File: config.mk
export PLATFORM = sky130hd
export DESIGN_NAME = seg_scan_reader
export DESIGN_NICKNAME = d
export VERILOG_FILES = /design/src/rtl/seg_scan_reader.sv
export SDC_FILE = /design/constraint.sdc
export NUM_CORES = 1
export LEC_CHECK = 0
export BUFFER_PORTS_ARGS = -buffer_cell sky130_fd_sc_hd__buf_2
export CAP_MARGIN = 20
export CORE_ASPECT_RATIO = 1.4
export CORE_MARGIN = 3
export CORE_UTILIZATION = 47
export CTS_BUF_LIST = sky130_fd_sc_hd__clkbuf_4 sky130_fd_sc_hd__clkbuf_8
export CTS_CLUSTER_DIAMETER = 120
export DETAILED_ROUTE_END_ITERATION = 8
export PLACE_DENSITY_LB_ADDON = 0.08
export SLEW_MARGIN = 10
export SYNTH_ARGS = -nofsm -noshare
export SYNTH_HDL_FRONTEND = slang
export SYNTH_SLANG_ARGS = --single-unit
File: constraint.sdc
create_clock -name clk -period 2.1 [get_ports clk]
set_input_delay 0.315 -clock clk [delete_from_list [all_inputs] [get_ports clk]]
set_output_delay 0.315 -clock clk [all_outputs]
set_load 0.05 [all_outputs]
File: src/rtl/seg_scan_reader.sv
// Recovers hex digits from a multiplexed 7-segment bus (one-hot digit enables plus segments).
// Each stable {an,seg} phase is captured once, decoded, and accounted toward a full-frame strobe.
module seg_scan_reader #(
  parameter int NUM_DIGITS = 4,
  parameter int STABLE_CNT = 3
) (
  input  logic                    clk,
  input  logic                    rst_n,
  input  logic [NUM_DIGITS-1:0]   an,
  input  logic [6:0]              seg,
  output logic [4*NUM_DIGITS-1:0] digits,
  output logic [NUM_DIGITS-1:0]   digit_valid,
  output logic                    frame_done,
  output logic                    bad_pat
);

  localparam int IDX_W = (NUM_DIGITS > 1) ? $clog2(NUM_DIGITS) : 1;
  localparam logic [3:0] CNT_MAX = 4'(STABLE_CNT);

  typedef enum logic [1:0] {IDLE, COUNT, CAPTURE, DONE} state_t;

  // Returns {legal, value}; blank and unknown patterns both report legal=0.
  function automatic logic [4:0] decode_seg(input logic [6:0] s);
    case (s)
      7'h3F: decode_seg = {1'b1, 4'h0};
      7'h06: decode_seg = {1'b1, 4'h1};
      7'h5B: decode_seg = {1'b1, 4'h2};
      7'h4F: decode_seg = {1'b1, 4'h3};
      7'h66: decode_seg = {1'b1, 4'h4};
      7'h6D: decode_seg = {1'b1, 4'h5};
      7'h7D: decode_seg = {1'b1, 4'h6};
      7'h07: decode_seg = {1'b1, 4'h7};
      7'h7F: decode_seg = {1'b1, 4'h8};
      7'h6F: decode_seg = {1'b1, 4'h9};
      7'h77: decode_seg = {1'b1, 4'hA};
      7'h7C: decode_seg = {1'b1, 4'hB};
      7'h39: decode_seg = {1'b1, 4'hC};
      7'h5E: decode_seg = {1'b1, 4'hD};
      7'h79: decode_seg = {1'b1, 4'hE};
      7'h71: decode_seg = {1'b1, 4'hF};
      default: decode_seg = 5'b0;
    endcase
  endfunction

  function automatic logic is_onehot(input logic [NUM_DIGITS-1:0] v);
    int n;
    n = 0;
    for (int i = 0; i < NUM_DIGITS; i++) begin
      if (v[i]) n++;
    end
    is_onehot = (n == 1);
  endfunction

  function automatic logic [IDX_W-1:0] onehot_idx(input logic [NUM_DIGITS-1:0] v);
    onehot_idx = '0;
    for (int i = 0; i < NUM_DIGITS; i++) begin
      if (v[i]) onehot_idx = IDX_W'(i);
    end
  endfunction

  logic [NUM_DIGITS-1:0]   an_s1_q, an_s1_d, an_s2_q, an_s2_d;
  logic [6:0]              seg_s1_q, seg_s1_d, seg_s2_q, seg_s2_d;
  logic [NUM_DIGITS-1:0]   hold_an_q, hold_an_d;
  logic [6:0]              hold_seg_q, hold_seg_d;
  logic [3:0]              cnt_q, cnt_d;
  state_t                  state_q, state_d;
  logic [4*NUM_DIGITS-1:0] digits_q, digits_d;
  logic [NUM_DIGITS-1:0]   valid_q, valid_d;
  logic [NUM_DIGITS-1:0]   seen_q, seen_d;
  logic                    frame_done_q, frame_done_d;
  logic                    bad_pat_q, bad_pat_d;

  logic                    changed;
  logic [4:0]              dec;
  logic [IDX_W-1:0]        idx;
  logic [NUM_DIGITS-1:0]   seen_new;

  always_comb begin
    an_s1_d    = an;
    an_s2_d    = an_s1_q;
    seg_s1_d   = seg;
    seg_s2_d   = seg_s1_q;

    // Held sample always tracks the synchronized bus; the counter measures how long it has matched.
    changed    = {an_s2_q, seg_s2_q} != {hold_an_q, hold_seg_q};
    hold_an_d  = an_s2_q;
    hold_seg_d = seg_s2_q;
    if (changed)              cnt_d = 4'd1;
    else if (cnt_q < CNT_MAX) cnt_d = cnt_q + 4'd1;
    else                      cnt_d = cnt_q;

    state_d = state_q;
    if (changed) begin
      state_d = is_onehot(an_s2_q) ? COUNT : IDLE;
    end else begin
      case (state_q)
        IDLE:    state_d = IDLE;
        COUNT:   state_d = (cnt_d == CNT_MAX) ? CAPTURE : COUNT;
        CAPTURE: state_d = DONE;
        default: state_d = DONE;
      endcase
    end

    digits_d     = digits_q;
    valid_d      = valid_q;
    seen_d       = seen_q;
    frame_done_d = 1'b0;
    bad_pat_d    = 1'b0;
    dec          = decode_seg(hold_seg_q);
    idx          = onehot_idx(hold_an_q);
    seen_new     = seen_q;
    seen_new[idx] = 1'b1;

    if (state_q == CAPTURE) begin
      if (dec[4]) begin
        digits_d[4*idx +: 4] = dec[3:0];
        valid_d[idx]         = 1'b1;
      end else begin
        valid_d[idx] = 1'b0;
        bad_pat_d    = (hold_seg_q != 7'h00);
      end
      // Completing the mask fires the strobe and starts the next frame empty.
      if (&seen_new) begin
        frame_done_d = 1'b1;
        seen_d       = '0;
      end else begin
        seen_d = seen_new;
      end
    end
  end

  always_ff @(posedge clk or negedge rst_n) begin
    if (!rst_n) begin
      an_s1_q      <= '0;
      an_s2_q      <= '0;
      seg_s1_q     <= '0;
      seg_s2_q     <= '0;
      hold_an_q    <= '0;
      hold_seg_q   <= '0;
      cnt_q        <= '0;
      state_q      <= IDLE;
      digits_q     <= '0;
      valid_q      <= '0;
      seen_q       <= '0;
      frame_done_q <= 1'b0;
      bad_pat_q    <= 1'b0;
    end else begin
      an_s1_q      <= an_s1_d;
      an_s2_q      <= an_s2_d;
      seg_s1_q     <= seg_s1_d;
      seg_s2_q     <= seg_s2_d;
      hold_an_q    <= hold_an_d;
      hold_seg_q   <= hold_seg_d;
      cnt_q        <= cnt_d;
      state_q      <= state_d;
      digits_q     <= digits_d;
      valid_q      <= valid_d;
      seen_q       <= seen_d;
      frame_done_q <= frame_done_d;
      bad_pat_q    <= bad_pat_d;
    end
  end

  assign digits      = digits_q;
  assign digit_valid = valid_q;
  assign frame_done  = frame_done_q;
  assign bad_pat     = bad_pat_q;

endmodule

==> metrics.txt <==
drt via density 5.62; Core ar. 5990 um^2; vias 2247; Cells after Synth 256; Synth Flop Type dfrtp_1; CTS tree done; GP Congestion 0.851; n_diodes 0; min cycle time layout 2.12 ns; share of post-route cells with drive strength above 1 30.0%; Synth area leaders dfrtp_1, ha_1, xnor2_1; Worst Setup End Kind register; clk sinks 65; Starting Density 49.8%; die width 73.3 um; Slew @ Worst Pin 0.642 ns; CTS clock-pin slew for the worst setup and hold paths 0.07 ns; Seq/Total Area, Yosys 54.6%; Port Buf Inserts 34; syn avg cell area 11.6 um^2; Async S/R FF share, synth 100%; Synth cell types 51; Startpoint Class register; Crit path arrival time 2.33 ns; worst skew pair latency 0.34 ns; dpl ws -0.00848 ns; Synth area leader dfrtp_1; Layout fillers 495; Row Count 33; Layout Nets 350; Cell Area, Synth 2980 um^2; Layout area overhead 26.2%; outcome finished with violations; CTS root buf clkbuf_8; leakage power 1.84 nW; final period utilization 101%; gr ovfl total 0; hold_ws 0.0775 ns; Die ar. 7350 um^2; Synth top area share 54.6%; cts bufs inserted 9; Ys Warns 0; Final Max Tran Viols 0; number of global-route vias before repair 2139; slowest cell on the critical path or4_4; first-pass GRT wire length 10.1 mm; Die H 100 um; Clock Skew 0.00830 ns; number of synthesized flops with an enable pin 0; Total GRT Usage 18.1%; power per cell area 759 nW/um^2; reg2reg path depth 6; Largest stage delay, worst path 0.50 ns; final hold vios 0; setup ws final -0.0191 ns; final setup fails 4; DRC Markers 0; #FFs+latches synth 65; detailed-route wire length 5.93 mm; worst hold path depth 1; DP Wirelength 4.22 mm; Max Freq 472 MHz; Setup CP Type register to register; RSZ-0062 raised after global routing yes; MaxCap Viol Count 0; I/O pins 35; VDD IR-drop max 0.544 mV; critical-path cell list o211a_1, o2111a_1, or4_4, nor3b_4, buf_6, a31oi_1; syn_nets 281; Slew headroom 57.2%; failing checks negative setup slack; Critical Path RT 2.32 ns; initial antenna violation count 0; DRT Pass-1 Iters 4; Final ANT Viol Nets 0; largest net degree at the start of global routing 39; CTS H-tree depth 3; crit-path max FO 6; CTS Buffer Depth 2; Hold Crit Class primary input to register; Wirelength per Cell 14.8 um; initial DRC count 85
## worst max-delay path, delay by kind of cell (launching register included)
family                 cells  cell delay [ns]
AND/OR/NAND/NOR            2             0.83
AO/OA/AOI/OAI              3             0.57
flip-flops                 1             0.41
buffers and inverters      1             0.18
## flip-flops by register name, summed over array words and instances (netlist names), 7 cells and up, named ones only
name,count
hold_seg_q,7
digits,16
hold_seg_d,7
seg_s1_q,7
## through the flow
| step | total power [mW] | instances | util (%) | instance area, um^2 | TNS [ns] |
|---|---|---|---|---|---|
| global route | 2.97 | 400 | 62.8 | 3760 | -1.31 |
| floorplan | 1.46 | 256 | - | 2990 | 0 |
| CTS | 2.89 | 395 | 61.5 | 3680 | -0.00904 |
| finish | 2.86 | 400 | 62.8 | 3760 | -0.0314 |
| global placement | 1.56 | 378 | 57.2 | 3420 | 0 |
| detailed placement | 1.57 | 378 | 57.2 | 3420 | -0.00848 |
## cells by family after synthesis
| group | Yosys count | share of synthesized area (%) |
|---|---|---|
| AND/OR/NAND/NOR | 75 | 15.5 |
| AO/OA/AOI/OAI | 70 | 17.2 |
| flip-flops | 65 | 54.6 |
| buffers and inverters | 18 | 2.85 |
| XOR/XNOR | 14 | 4.11 |
| adder cells (fa/ha/maj) | 12 | 5.04 |
| multiplexers | 2 | 0.672 |
## Yosys cell counts (4+ instances only)
| library cell | count |
|---|---|
| dfrtp_1 | 65 |
| a21oi_1 | 17 |
| nor2_1 | 17 |
| a21boi_0 | 13 |
| xnor2_1 | 13 |
| ha_1 | 12 |
| a211o_1 | 8 |
| clkbuf_1 | 8 |
| nand2_1 | 7 |
| nor3_1 | 7 |
| nand4_1 | 6 |
| nor4bb_1 | 5 |
| a221o_1 | 4 |
| a31oi_1 | 4 |
| nand4b_1 | 4 |
| o211ai_1 | 4 |
| o22a_1 | 4 |
## cell usage in the layout (no fill, tap or decap), types with 2 or more instances in the layout
master and n:
dfrtp_1 64, buf_2 34, buf_4 30, nor2_1 17
a21oi_1 16, xnor2_1 13, a21boi_0 13, ha_1 12
clkbuf_8 10, a211o_1 8, nor3_1 7, nand2_1 7
nand4_1 6, nor4bb_1 5, buf_6 5, a31oi_1 4
nand4b_1 4, a221o_1 4, o211ai_1 4, o22a_1 4
inv_2 3, nand3_1 3, and2_1 3, and4b_1 3
nor2b_1 3, bufinv_16 3, nor3b_1 2, or3_1 2
inv_1 2, mux2i_1 2, nor4_1 2, o211a_1 2
and3_1 2, o22ai_1 2, o2111ai_1 2
## final timing paths
kind	endpoint	slack [ns]	startpoint
min in group asynchronous	digits[7]$_DFFE_PN0P_	0.52	rst_n
max in group asynchronous	hold_seg_q[5]$_DFF_PN0_	0.94	rst_n
hold / removal	an_s1_q[1]$_DFF_PN0_	0.08	an[1]
setup / recovery	register	-0.02	hold_seg_q[3]$_DFF_PN0_
hold reg to reg	hold_seg_d[1]$_DFF_PN0_	0.35	seg_s1_q[1]$_DFF_PN0_
setup reg to reg	register	-0.02	hold_seg_q[3]$_DFF_PN0_
## timing repair
item | CTS | global route
endpoints found under the setup margin | 4 | 21
buffers inserted | 0 | 3
cloned | 0 | 2
pin swaps | 0 | 14
hold endpoints to repair | 13 | 0
hold buffers | 1 | 0
gates resized for setup | 1 | 12
## cell type report
| class | instances | area (um^2) | area share (%) |
|---|---|---|---|
| Tap cell | 70 | 87.6 | 2.33 |
| Clock inverter | 5 | 103 | 2.73 |
| Timing Repair Buffer | 71 | 482 | 12.8 |
| Clock buffer | 11 | 145 | 3.86 |
| Sequential cell | 65 | 1630 | 43.3 |
| Multi-Input combinational cell | 173 | 1300 | 34.5 |
| Inverter | 5 | 18.8 | 0.499 |
## per-layer routing
layer	global-route usage [%]	vias to the layer above	part of all wire [%]	wire length (um)
met3	3.71	14	4.0	239
met1	21.6	1085	43	2540
met2	29.6	50	50	2980
li1	-	1098	-	-
met4	10.6	0	2.9	172
met5	0	-	0	0
## power by group
group          internal [mW]  switching, mW
logic                  0.116          0.125
clock network          0.832          0.465
registers               1.29         0.0308
(Power assumes the default switching activity.)
